===== src/rtl/serial_in_if.sv =====
// Bus bundle for the serial_in feature-memory loader: serial input, frame
// configuration, status outputs and the combinational read port.
interface serial_in_if #(
  parameter int unsigned WORD_W = 16,
  parameter int unsigned ADDR_W = 8
);
  logic              ser;
  logic [2:0]        num_dp;
  logic [4:0]        feat;
  logic              done;
  logic              word_valid;
  logic [ADDR_W-1:0] rd_addr;
  logic [WORD_W-1:0] rd_data;

  modport master (
    output ser, num_dp, feat, rd_addr,
    input  done, word_valid, rd_data
  );

  modport slave (
    input  ser, num_dp, feat, rd_addr,
    output done, word_valid, rd_data
  );
endinterface


===== src/rtl/serial_in.sv =====
// Serial-to-parallel loader: shifts 16-bit words in one bit per clock into a
// datapoint x feature array. Macro SERIAL_IN_MSB_FIRST_EN selects MSB-first words.
module serial_in (
  input  logic        CLK,
  input  logic        RST,
  serial_in_if.slave  bus
);
  localparam int unsigned WORD_W    = 16;
  localparam int unsigned MAX_DP    = 7;
  localparam int unsigned MAX_FEAT  = 32;
  localparam int unsigned ADDR_W    = 8;
  localparam int unsigned MEM_DEPTH = MAX_DP * MAX_FEAT;

  typedef enum logic {LOAD = 1'b0, DONE = 1'b1} state_t;

  state_t             r_state;
  state_t             w_state_nxt;
  logic               r_started;
  logic [2:0]         r_num_dp;
  logic [4:0]         r_feat;
  logic [3:0]         r_bit_cnt;
  logic [4:0]         r_feat_cnt;
  logic [2:0]         r_dp_cnt;
  logic [WORD_W-1:0]  r_sh;
  logic               r_done;
  logic               r_word_valid;
  logic [WORD_W-1:0]  r_mem [MEM_DEPTH];

  logic               w_word_done;
  logic               w_last_word;
  logic [WORD_W-1:0]  w_sh_nxt;
  logic [ADDR_W-1:0]  w_wr_addr;

`ifdef SERIAL_IN_MSB_FIRST_EN
  assign w_sh_nxt = {r_sh[WORD_W-2:0], bus.ser};
`else
  assign w_sh_nxt = {bus.ser, r_sh[WORD_W-1:1]};
`endif

  assign w_wr_addr = {r_dp_cnt, r_feat_cnt};

  // Next-state and word-completion decode
  always_comb begin
    w_state_nxt = r_state;
    w_word_done = 1'b0;
    w_last_word = 1'b0;
    case (r_state)
      LOAD: begin
        w_word_done = (r_bit_cnt == 4'd15);
        w_last_word = w_word_done && (r_feat_cnt == 5'd0) &&
                      (r_dp_cnt == 3'(r_num_dp - 3'd1));
        if (!r_started && (bus.num_dp == 3'd0)) begin
          w_state_nxt = DONE;
        end else if (w_last_word) begin
          w_state_nxt = DONE;
        end
      end
      DONE: w_state_nxt = DONE;
      default: w_state_nxt = LOAD;
    endcase
  end

  always_ff @(posedge CLK or negedge RST) begin
    if (!RST) begin
      r_state <= LOAD;
    end else begin
      r_state <= w_state_nxt;
    end
  end

  // Framing counters, configuration latch and status outputs
  always_ff @(posedge CLK or negedge RST) begin
    if (!RST) begin
      r_started    <= 1'b0;
      r_num_dp     <= '0;
      r_feat       <= '0;
      r_bit_cnt    <= '0;
      r_feat_cnt   <= '0;
      r_dp_cnt     <= '0;
      r_sh         <= '0;
      r_done       <= 1'b0;
      r_word_valid <= 1'b0;
    end else begin
      r_word_valid <= w_word_done;
      r_done       <= (w_state_nxt == DONE);
      if (r_state == LOAD) begin
        r_sh      <= w_sh_nxt;
        r_bit_cnt <= 4'(r_bit_cnt + 4'd1);
        if (!r_started) begin
          r_started  <= 1'b1;
          r_num_dp   <= bus.num_dp;
          r_feat     <= bus.feat;
          r_feat_cnt <= bus.feat;
        end else if (w_word_done) begin
          if (r_feat_cnt == 5'd0) begin
            r_feat_cnt <= r_feat;
            r_dp_cnt   <= 3'(r_dp_cnt + 3'd1);
          end else begin
            r_feat_cnt <= 5'(r_feat_cnt - 5'd1);
          end
        end
      end
    end
  end

  // Word storage; cleared by reset, written only on word completion
  always_ff @(posedge CLK or negedge RST) begin
    if (!RST) begin
      for (int i = 0; i < int'(MEM_DEPTH); i++) begin
        r_mem[i] <= '0;
      end
    end else if (w_word_done) begin
      r_mem[w_wr_addr] <= w_sh_nxt;
    end
  end

  assign bus.done       = r_done;
  assign bus.word_valid = r_word_valid;
  assign bus.rd_data    = (bus.rd_addr < ADDR_W'(MEM_DEPTH)) ? r_mem[bus.rd_addr] : '0;

endmodule


===== src/flat_wrapper.sv =====
// flat-port wrapper written by rule: the top's interface ports become plain ports
module serial_in_flat 
  (CLK, RST, bus_ser, bus_num_dp, bus_feat, bus_rd_addr, bus_done, bus_word_valid, bus_rd_data);
  serial_in_if bus_i ();
  input  logic CLK;
  input  logic RST;
  input wire logic [$bits(bus_i.ser)-1:0] bus_ser;
  input wire logic [$bits(bus_i.num_dp)-1:0] bus_num_dp;
  input wire logic [$bits(bus_i.feat)-1:0] bus_feat;
  input wire logic [$bits(bus_i.rd_addr)-1:0] bus_rd_addr;
  output wire logic [$bits(bus_i.done)-1:0] bus_done;
  output wire logic [$bits(bus_i.word_valid)-1:0] bus_word_valid;
  output wire logic [$bits(bus_i.rd_data)-1:0] bus_rd_data;
  assign bus_i.ser = bus_ser;
  assign bus_i.num_dp = bus_num_dp;
  assign bus_i.feat = bus_feat;
  assign bus_i.rd_addr = bus_rd_addr;
  assign bus_done = bus_i.done;
  assign bus_word_valid = bus_i.word_valid;
  assign bus_rd_data = bus_i.rd_data;
  serial_in u_core (.CLK(CLK), .RST(RST), .bus(bus_i));
endmodule

===== config.mk =====
export PLATFORM = sky130hd
export DESIGN_NAME = serial_in_flat
export DESIGN_NICKNAME = d
export VERILOG_FILES = /design/src/rtl/serial_in_if.sv /design/src/rtl/serial_in.sv /design/src/flat_wrapper.sv
export SDC_FILE = /design/constraint.sdc
export NUM_CORES = 2
export LEC_CHECK = 0
export BUFFER_PORTS_ARGS = -buffer_cell sky130_fd_sc_hd__buf_4
export CORE_AREA = 10 10 752 754
export DETAILED_ROUTE_END_ITERATION = 10
export DIE_AREA = 0 0 762 764
export SLEW_MARGIN = 20
export SYNTH_ARGS = -nofsm -noshare
export SYNTH_HDL_FRONTEND = slang
export SYNTH_SLANG_ARGS = --single-unit

===== constraint.sdc =====
create_clock -name CLK -period 2.26 [get_ports CLK]
set_input_delay 0 -clock CLK [delete_from_list [all_inputs] [get_ports CLK]]
set_output_delay 0 -clock CLK [all_outputs]
set_load 0.05 [all_outputs]

==> flow_summary.ini <==
[synth]
synth_warnings = 0
synth_flop_cell = dfrtp_1
synthArstFlopShare_pct = 100
synth_compound_area_share_pct = 1.28
synth_simple_gate_area_share_pct = 1.38
synth-edff-count = 0
synth_seq_area_share_pct = 55.1
syn-num-nets = 10200
synthAdderAreaFrac_pct = 0.0608
syn_avg_cell_area_um2 = 16.1
synth_mux_area_share_pct = 39.3
syn_area_um2 = 165000
synth_cell_types = 66
synth_top_family_by_area = multiplexers
syn-instance-count = 10200
yosys.area_share.xor_xnor_pct = 0.0532
yosys_register_bits = 3622

[route]
detail_route.iter0.violations = 7807
viasPerCell = 5.20
ant_nets = 0
drt-total-wl_mm = 512
dr.pass1.iters = 7
drc = 0
post_drt_wl_per_cell_um = 27.6
vias = 96500

[final_layout]
area_delta_synth_final_pct = 23.5
final_common_cell = dfrtp_1
stdcell_count = 18600
final_core_util_pct = 36.9
drive_gt1_share_pct = 61.2
final_cell_mix = 3,606 x dfrtp_1, 3,162 x mux2_2, 1,002 x mux4_2
final_area_um2 = 203000
nNetsFinal = 11000

[power_and_ir_drop]
vdd_drop_max_mv = 0.734
power.leakage_nw = 95.9
p_per_area_nw_per_um2 = 766

[clock_tree]
cts_tree = built
clk_latency_ns = 0.99
clock-root-buffer = clkbuf_16
numCtsBuffers = 373
clockBufferDepth = 4
htreeDepth = 5
cts.sinks = 3622
path_clk_slew_ns = 0.06

[grt]
grt_pass1_vias = 101000
overflow = 0
grt_max_degree = 137
grt_pass1_wl_mm = 744
antenna_found_initial = 13
grt_util_all_layers_pct = 17.0

[placement]
place.gp.congestion = 0.858
portBuffers = 36
dpl.hpwl_mm = 332
dp.cells = 17800
placed_cell_area_um2 = 186000

[critical_path]
worstPathArrival_ns = 3.98
cp_common_cell = mux4_2
cp_slowest_cell = nor4b_4
crit_buf_inv = 2
r2r_start = u_core.r_bit_cnt[0]$_DFFE_PN0N_
critical_path_class = flip-flop to output port
path_delay_family = multiplexers
cpPeakStageDelay_ns = 0.78
required_ns = 2.26
worst_setup_path_start_kind = flip-flop
cp_cell_sequence = mux4_2 -> mux4_2 -> nand3_4 -> o21ai_2 -> nor4b_4 -> buf_4 -> a32oi_4 -> buf_6
r2r_setup_slack_ns = -0.45
end_kind = output port
reg2reg_depth = 13
worstReg2RegEnd = u_core.r_mem[1062]$_DFFE_PN0P_
path_max_fanout = 2

[worst_hold_path]
hp-start = bus_feat[4]
whs_path_depth = 5
hold-path-endpoint = u_core.r_feat_cnt[4]$_DFFE_PN0P_
min_path_type = input port to flip-flop

[timing]
period_needed_ns = 3.98
skew_ns = 0.0477
maxSlewHeadroom_pct = 37.6
setup_viol = 3600
fmaxAchievable_mhz = 251
slew_violations = 0
hold-worst-slack_ns = 0.110
worst_pin_slew_ns = 0.936
fin_crit_sh_pct = 176
rsz0062_at_grt = true
fin_ws_ns = -1.72
finalHoldViolCount = 0

[floorplanning]
ios = 37
floorplan.rows = 273
coreArea_um2 = 551000
fp.dieW_um = 762
dieArea_um2 = 582000
start_util_pct = 29.9
chipHeight_um = 764

[run_status]
status = finished, violations left
violations = negative setup slack

[flow_run]
maxCapViolCount = 0
==> synth_stat cells (32+ instances only) <==
master	number	area share, %
mux2_2	3619	25
mux4_2	1002	14
buf_4	66	0.30
a21oi_1	39	0.12
a211oi_1	37	0.17
nor2_1	100	0.23
dfrtp_1	3622	55
buf_2	343	1.0
clkbuf_1	499	1.1
a22oi_1	62	0.28
mux2i_1	137	0.83
o22ai_1	50	0.19
nor3_1	32	0.097
nand2_1	253	0.58
==> flip-flops by register name, summed over array words and instances (netlist names) <==
register	cells
u_core.bus.word_valid	1
u_core.r_bit_cnt	4
u_core.r_dp_cnt	3
u_core.r_feat	5
u_core.r_feat_cnt	5
u_core.r_mem	3584
u_core.r_num_dp	3
u_core.r_sh	15
u_core.r_started	1
u_core.r_state	1
==> metrics by stage <==
stage	power (mW)	TNS, ns	setup WS (ns)
floorplan	80.6	-19.61	-0.123
global placement	91.6	-264.07	-1.67
detailed placement	91.8	-333.90	-1.56
CTS	156	-705.22	-1.67
global route	161	-876.55	-1.80
finish	156	-736.10	-1.72
==> kinds of logic (layout without fill, tap and decap cells) <==
kind of cell | Yosys count | in the layout
adder cells (fa/ha/maj) | 8 | 8
flip-flops | 3622 | 3622
AO/OA/AOI/OAI | 299 | 299
AND/OR/NAND/NOR | 508 | 508
multiplexers | 4758 | 4758
other | 0 | 8
XOR/XNOR | 10 | 10
buffers and inverters | 982 | 2079
==> worst register-to-register path, cell delays in order (launching register included) <==
cell,delay (ns)
dfrtp_1,0.36
ha_2,0.19
and4b_2,0.31
and3_4,0.24
buf_6,0.12
buf_6,0.10
nand2_4,0.06
buf_12,0.17
buf_8,0.13
buf_12,0.14
nor2_4,0.19
buf_6,0.13
buf_12,0.14
mux2_4,0.32
==> worst max path at each step <==
stage | from | end | slack [ns] | cells past startpoint
2_1_floorplan | bus_rd_addr[1] | bus_rd_data[10] | -0.12 | 10
3_3_place_gp | bus_rd_addr[0] | bus_rd_data[14] | -1.67 | 12
3_5_place_dp | bus_rd_addr[0] | bus_rd_data[11] | -1.56 | 13
4_1_cts | u_core.r_mem[2366]$_DFFE_PN0P_ | bus_rd_data[14] | -1.67 | 8
5_1_grt | u_core.r_mem[2366]$_DFFE_PN0P_ | bus_rd_data[14] | -1.80 | 8
6_report | u_core.r_mem[2366]$_DFFE_PN0P_ | bus_rd_data[14] | -1.72 | 8
==> per-layer routing <==
| layer | vias up | global-route usage [%] | routed length, µm |
|---|---|---|---|
| li1 | 39800 | - | - |
| met3 | 712 | 3.43 | 30000 |
| met4 | 2 | 4.95 | 16200 |
| met1 | 53700 | 23.8 | 231000 |
| met2 | 2279 | 26.9 | 236000 |
| met5 | - | 0 | 11 |
==> layout make-up <==
type / instances / area (µm²)
Fill cell: 51400 / 347000
Sequential cell: 3622 / 90700
Multi-Input combinational cell: 5583 / 72700
Timing Repair Buffer: 1391 / 17900
Clock buffer: 550 / 11100
Tap cell: 7287 / 9120
Clock inverter: 127 / 1500
Inverter: 11 / 42.5
Antenna cell: 8 / 20.0
==> power breakdown <==
part           switching [mW]  internal [mW]  total, mW
combinational            13.9           7.77       21.7
clock                    27.3           36.5       63.8
sequential               2.72           67.3       70.0
total                    44.0            112        156
==> timing repair <==
action	4_1_cts	5_1_grt
gates resized for setup	484	312
buffers inserted	56	35
pin swaps	51	42
setup endpoints to repair	3541	3602
hold endpoints to repair	3699	0
gates cloned	21	16
hold buffers	20	0
(Power assumes the default switching activity.)
